**config.mk**
```make
export PLATFORM = sky130hd
export DESIGN_NAME = seg7_scan_driver
export DESIGN_NICKNAME = d
export VERILOG_FILES = /design/src/rtl/seg7_scan_driver.sv
export SDC_FILE = /design/constraint.sdc
export NUM_CORES = 1
export LEC_CHECK = 0
export BUFFER_PORTS_ARGS = -buffer_cell sky130_fd_sc_hd__clkbuf_2
export CORE_UTILIZATION = 30
export DETAILED_ROUTE_END_ITERATION = 16
export PLACE_DENSITY = 0.54
export SLEW_MARGIN = 20
export SYNTH_ARGS = -nofsm -noshare
export SYNTH_HDL_FRONTEND = slang
export SYNTH_SLANG_ARGS = --single-unit
```
**constraint.sdc**
```tcl
create_clock -name clk -period 2.9 [get_ports clk]
set_input_delay 0 -clock clk [delete_from_list [all_inputs] [get_ports clk]]
set_output_delay 0 -clock clk [all_outputs]
set_load 0.01 [all_outputs]
```
**src/rtl/seg7_scan_driver.sv**
```systemverilog
// Four-digit hex scanner for a common-anode multiplexed 7-segment display.
// Captures into a pending register, commits at frame wrap, and blanks between digits.
module seg7_scan_driver #(
    parameter int unsigned REFRESH_DIV  = 100000,
    parameter int unsigned BLANK_CYCLES = 16
) (
    input  logic        clk,
    input  logic        reset,
    input  logic [15:0] value,
    input  logic        load,
    input  logic        lz_en,
    input  logic [3:0]  dp_in,
    output logic [3:0]  an,
    output logic [6:0]  seg,
    output logic        dp
);

    localparam int unsigned PW = (REFRESH_DIV > 1) ? $clog2(REFRESH_DIV) : 1;
    localparam int unsigned BW = (BLANK_CYCLES > 0) ? $clog2(BLANK_CYCLES + 1) : 1;

    typedef enum logic {BLANK, SHOW} state_t;

    state_t        state, state_n;
    logic [1:0]    idx, idx_n;
    logic [BW-1:0] blank_cnt, blank_cnt_n;
    logic [PW-1:0] presc;
    logic          tick;
    logic [15:0]   pending, disp;
    logic [15:0]   shifted;
    logic          suppress;
    logic [3:0]    an_d;
    logic [6:0]    seg_d;
    logic          dp_d;

    function automatic logic [6:0] hex7(input logic [3:0] n);
        case (n)
            4'h0: hex7 = 7'h40;
            4'h1: hex7 = 7'h79;
            4'h2: hex7 = 7'h24;
            4'h3: hex7 = 7'h30;
            4'h4: hex7 = 7'h19;
            4'h5: hex7 = 7'h12;
            4'h6: hex7 = 7'h02;
            4'h7: hex7 = 7'h78;
            4'h8: hex7 = 7'h00;
            4'h9: hex7 = 7'h10;
            4'hA: hex7 = 7'h08;
            4'hB: hex7 = 7'h03;
            4'hC: hex7 = 7'h46;
            4'hD: hex7 = 7'h21;
            4'hE: hex7 = 7'h06;
            default: hex7 = 7'h0E;
        endcase
    endfunction

    assign tick = (presc == PW'(REFRESH_DIV - 1));

    always_ff @(posedge clk or posedge reset) begin
        if (reset) presc <= '0;
        else       presc <= tick ? '0 : presc + 1'b1;
    end

    // A load on the wrap edge bypasses pending so it lands in this frame.
    always_ff @(posedge clk or posedge reset) begin
        if (reset) begin
            pending <= '0;
            disp    <= '0;
        end else begin
            if (load) pending <= value;
            if (tick && idx == 2'd3) disp <= load ? value : pending;
        end
    end

    always_ff @(posedge clk or posedge reset) begin
        if (reset) begin
            state     <= (BLANK_CYCLES > 0) ? BLANK : SHOW;
            idx       <= '0;
            blank_cnt <= BW'(BLANK_CYCLES);
        end else begin
            state     <= state_n;
            idx       <= idx_n;
            blank_cnt <= blank_cnt_n;
        end
    end

    always_comb begin
        state_n     = state;
        idx_n       = idx;
        blank_cnt_n = blank_cnt;
        if (tick) begin
            idx_n = idx + 2'd1;
            if (BLANK_CYCLES > 0) begin
                state_n     = BLANK;
                blank_cnt_n = BW'(BLANK_CYCLES);
            end else begin
                state_n = SHOW;
            end
        end else if (state == BLANK) begin
            if (blank_cnt != '0) blank_cnt_n = blank_cnt - 1'b1;
            if (blank_cnt <= BW'(1)) state_n = SHOW;
        end
    end

    // A digit is a leading zero when it and every higher nibble are zero.
    assign shifted  = disp >> {idx, 2'b00};
    assign suppress = lz_en && (idx != 2'd0) && (shifted == 16'h0000);

    always_comb begin
        an_d  = 4'hF;
        seg_d = 7'h7F;
        dp_d  = 1'b1;
        if (state == SHOW) begin
            an_d  = ~(4'b0001 << idx);
            seg_d = suppress ? 7'h7F : hex7(shifted[3:0]);
            dp_d  = ~dp_in[idx];
        end
    end

    always_ff @(posedge clk or posedge reset) begin
        if (reset) begin
            an  <= 4'hF;
            seg <= 7'h7F;
            dp  <= 1'b1;
        end else begin
            an  <= an_d;
            seg <= seg_d;
            dp  <= dp_d;
        end
    end

endmodule

```
### Yosys cells after proc, flatten, opt, wreduce, memory -nomap -nowiden

Memory sizes are Yosys's and may differ from the RTL's.
Cells that the tools add are included.

| storage, ports and cells | value |
|---|---|
| logic and storage cells | 44 |
| flip-flop bits (word level) | 69 |
| output and inout port bits | 12 |
| bits in read-only memories | 112 |
| memories kept | 1 |

Memory list:

| memory | depth | bits a word | read ports | clocked after memory_dff | write ports | RTL line | text |
|---|---|---|---|---|---|---|---|
| (no name shown) | 16 | 7 | 1 | 0 | 0 | 36 | `case (n)` |

| operators by class | value |
|---|---|
| mux-type cells | 14 |
| reductions and logical operators | 8 |
| shift-type cells | 2 |
| magnitude comparators | 2 |
| $add $sub $neg | 3 |
| bitwise gates (word level) | 2 |
| eq/ne operators | 3 |

Operator list:

| operator | number |
|---|---|
| $add 17x1->17 const B | 1 |
| $eq 17x17->1 const B | 1 |
| $mux 17 | 1 |
| $logic_not 16->1 | 1 |
| $mux 16 | 1 |
| $shr 16x4->16 | 1 |
| $mux 5 | 3 |
| $mux 7 | 2 |
| $le 5x1->1 const B | 1 |
| $mux 1 | 5 |
| $reduce_bool 5->1 | 1 |
| $sub 5x1->5 const B | 1 |
| $mux 4 | 1 |
| $not 4->4 | 1 |
| $reduce_bool 2->1 | 2 |
| $shl 1x2->4 const A | 1 |
| $logic_and 1x1->1 | 3 |
| $lt 2x3->1 const B | 1 |
| $add 2x1->2 const B | 1 |
| $bmux 1 s2 | 1 |
| $eq 2x2->1 const B | 1 |
| $ne 2x1->1 const B | 1 |
| $reduce_and 2->1 | 1 |
| $not 1->1 | 1 |

### Logic depth before layout (Yosys ltp)

| logic depth | value |
|---|---|
| depth in word-level cells | 5 |
| gate-level depth with buffers | 8 |
| gate-level depth less buffers | 7 |

### Least setup slack after synthesis

Ideal clock, no wire load.

| timing path | value |
|---|---|
| kind | register -> register |
| from | register idx[0] |
| to | register seg[5] |
| required time | 2.829 ns |
| stages on the path, launching flop included | 8 |
| period minus slack after synthesis | 2.102 ns |
| arrival | 2.030 ns |
| setup slack | 0.798 ns |
| cells stage by stage | dfrtp_1 buf_2 mux4_2 inv_1 ha_1 and4b_1 o2111ai_1 nand4_1 |

| on the way | value |
|---|---|
| longest elaborated chain between the ends | 5 |
| elaborated cells between the ends (all ways) | 8 |
| those cells by class | 1 x shift; 2 x mux; 4 x reduce/logical; 1 x memory |

Ends and longest elaborated chain:

| what | RTL line | text |
|---|---|---|
| start, declared | 24 | `logic [1:0] idx, idx_n;` |
| start signal, assigned | 81 | `idx <= idx_n;` |
| parallel branches: the longest is 3 deep, another holds $mem_v2 16x7 | - |  |
| $mux 7 * | 114 | `seg_d = suppress ? 7'h7F : hex7(shifted[3:0]);` |
| $mux 7 * | 112 | `if (state == SHOW) begin` |
| via seg_d[5] | 32 | `logic [6:0] seg_d;` |
| end signal, assigned | 126 | `seg <= seg_d;` |
| end, declared | 14 | `output logic [6:0] seg,` |

Mark *: on every way through the listed nets, which the timed path passes.
A chain may end at the register's enable or synchronous reset.

### Worst setup path in the final report

Same ends and word-level chain as after synthesis.

==> summary.md <==
| Metric | Value |
|---|---|
| Mapped Area | `3290 µm²` |
| R2R Setup Slk | `440 ps` |
| CP Cell Sequence | `mux4_2 -> inv_1 -> ha_1 -> and4b_1 -> o2111ai_1 -> nand4_1` |
| Buffers on Ports | `35` |
| Area after DPL | `3610 µm²` |
| Synth async-reset ratio | `100%` |
| Simple-gate share of the synthesized area | `13.8%` |
| Peak Freq | `406 MHz` |
| Critical R2R Capture | `seg[5]` |
| Vias in the first global route | `2225` |
| Leading register cell type out of synthesis | `dfrtp_1` |
| Slew Viols, Final | `0` |
| Area grow syn2layout | `21.2%` |
| DR vias/cell | `4.65` |
| DR vias | `2125` |
| Die W | `107 µm` |
| GR Overflow Total | `0` |
| Sequential area share after synthesis | `52.9%` |
| GRT Total Usage | `12.3%` |
| First-pass GRT wire length | `10900 µm` |
| Final hold violations | `0` |
| Synth unique cells | `44` |
| Setup violators final | `0` |
| Pin count of the biggest net entering global routing | `34` |
| Initial antenna violation count | `0` |
| CTS tree | `built` |
| Setup crit end kind | `flop` |
| DR DRC count | `0` |
| Placed cells | `424` |
| CTS buffer count | `9` |
| RSZ-0062 raised after global routing | `false` |
| Clk_lat worst skew | `340 ps` |
| Mux contribution to synthesized area | `17.1%` |
| Worst path bufs/invs | `1` |
| Worst Setup Start Kind | `flop` |
| CP Max Fanout | `11` |
| Worst Path Required | `3170 ps` |
| Compound-Gate Fraction of Synth Area | `3.50%` |
| Die span in y | `107 µm` |
| Yosys warns | `0` |
| Int Power | `0.00157 W` |
| Largest family of logic cells by synthesized area | `multiplexers` |
| Synth Area in Adders | `4.94%` |
| Sequential power share | `51.1%` |
| Clock Skews | `7.22 ps` |
| Clock net sink count | `69` |
| Clk buf depth | `2` |
| Total power draw | `0.00201 W` |
| Non-Filler Cell Area, Final | `3990 µm²` |
| Clock Tree Root | `clkbuf_8` |
| H-tree Lvls | `3` |
| Outcome | `finished clean` |
| WL final | `6160 µm` |
| Core area | `10500 µm²` |
| Xor and xnor area share after synthesis | `4.79%` |
| Clock group share of total power | `40.7%` |
| Net count after synthesis | `297` |
| Top Metal Used | `met4` |
| GPL Wtd Cong | `0.806` |
| Relative slew slack | `56.3%` |
| WP data arrival | `2730 ps` |
| CTS clk-pin slew, worst paths | `70 ps` |
| Sw Ratio | `22.1%` |
| HP Start | `dp_in[3]` |
| EDFF count, synth | `0` |
| Final period utilization | `85.0%` |
| Max-cap viol count | `0` |
| Synth Area per Inst | `12.7 µm²` |
| Crit-path slowest cell | `dfrtp_1` |
| CP Class | `reg2reg` |
| Rows | `37` |
| Hold Path Class | `in2reg` |
| Met2 routed WL | `3100 µm` |
| Wirelength per Cell | `13.5 µm` |
| Worst path top cell family by delay | `flip-flops` |
| Die area | `11400 µm²` |
| Effective utilization at floorplan | `31.5%` |
| Slew @ Worst Pin | `655 ps` |
| Worst hold stages | `3` |
| RR Startpoint | `idx[0]` |
| Max VDD drop | `199 µV` |
| Crit-path max cell delay | `630 ps` |
| Iteration-0 DRC Markers | `70` |
| DR WL met3 | `240 µm` |
| Final ANT Viol Nets | `0` |
| Net switching power | `0.000445 W` |
| Period minus WS final | `2460 ps` |
| Nets | `353` |
| Hpwl dp | `4410 µm` |
| Cell Pwr Density | `504 nW/µm²` |
| Comb pwr share | `8.2%` |
| Layout cells sized above 1 | `34.6%` |
| Worst R2R Path Depth | `6` |
| Post-route insts no fill | `457` |
| First-pass DRT Iterations | `4` |
| IO Count | `36` |
| Hold EP | `dp` |
| Leak | `1.82 nW` |
| Metal1 wirelength | `2760 µm` |
| TNS Setup | `0 ps` |
| Synth Register Bits | `69` |
| Postcts setup bufs | `0` |
| Post-synthesis instance total | `260` |
| Inserted Diodes | `0` |
==> state kept, by name (all words and copies together), names as in the netlist <==
signal and cells:
an 4, blank_cnt 5, disp 16, dp 1
idx 2, pending 16, presc 17, seg 7
state 1
==> worst max-delay path by stage <==
stage,end,cells after the start,from,slack (ps)
finish,seg[5],6,idx[0],440
global route,seg[2],6,idx[0],260
CTS,seg[1],6,idx[0],430
detailed placement,seg[1],6,idx[0],450
global placement,seg[5],6,idx[0],540
floorplan,seg[5],7,idx[0],800
==> cell usage in the layout (no fill, tap or decap), types with 10 or more instances in the layout <==
master and count:
mux2_4 10, clkbuf_2 35, inv_1 11, mux2_2 24, dfrtp_1 56, nor2_1 17, ha_1 13, nand3_1 14
clkbuf_8 12, dfstp_2 13, nand2_1 11, dlygate4sd3_1 17
==> power groups by stage <==
stage / sequential (W) / combinational (W) / clock [W]
after floorplan: 0.00105 / 0.0000989 / 0
after global routing: 0.00103 / 0.000186 / 0.000895
final: 0.00103 / 0.000165 / 0.000819
after global placement: 0.00105 / 0.000151 / 0
after detailed placement: 0.00105 / 0.000151 / 0
after CTS: 0.00103 / 0.000169 / 0.000841
==> logic make-up after synthesis <==
family | after synthesis
and+or+nand+nor | 78
DFF | 69
muxes | 42
buffers and inverters | 22
AOI/OAI and AO/OA | 18
xor gates and xnor gates | 18
adders and majority gates | 13
==> stage by stage <==
step / hold slack, ps / worst slack (ps) / util (%)
2_1_floorplan: 165 / 798 / -
3_3_place_gp: 131 / 543 / 34.5
3_5_place_dp: 129 / 450 / 34.5
4_1_cts: 25.3 / 431 / 38.1
5_1_grt: 54.4 / 262 / 38.1
6_report: 37.0 / 435 / 38.1
==> final cells by class <==
class	count	area [µm²]
timing repair buffer	55	368
sequential	69	1740
clock buffer	13	169
clock inverter	3	42.5
multi-input combinational	169	1450
tap	136	170
fill	1049	6470
inverter	12	45.0
==> worst min-delay path, cell delays in order <==
cell and delay [ps]:
clkbuf_2 90, mux4_2 220, nand2_1 60
==> cell usage after synthesis (all sizes together) (2+ instances only) <==
cell	count	area share [%]
nor3b	2	0.46
nor2	17	1.9
inv	12	1.4
a21oi	4	0.61
nand2	11	1.3
dfstp	13	10
ha	13	4.9
nand3	15	2.7
dfrtp	56	43
a211oi	3	0.68
mux4	5	3.4
nand4	9	1.7
or4	2	0.46
and3	2	0.38
nor3	2	0.30
xnor2	9	2.4
mux2	34	13
clkbuf	5	0.57
mux2i	3	0.91
a31oi	3	0.57
o21ai	3	0.46
xor2	9	2.4
and4	2	0.53
and2	3	0.57
buf	5	0.95
or4b	2	0.72
o21bai	2	0.46
or3	3	0.57
nor4	2	0.84
==> routing by layer <==
layer / global-route usage [%] / vias up
met2: 20.9 / 33
met4: 3.52 / 0
met1: 15.0 / 1053
met3: 3.71 / 8
met5: 0 / -
li1: - / 1031
==> repair_timing <==
| item | in CTS | in global routing |
|---|---|---|
| hold buffers | 17 | 0 |
| resized for setup | 0 | 0 |
| setup endpoints to repair | 0 | 0 |
| endpoints found under the hold margin | 45 | 0 |
Power figures use the tool's default switching activity.
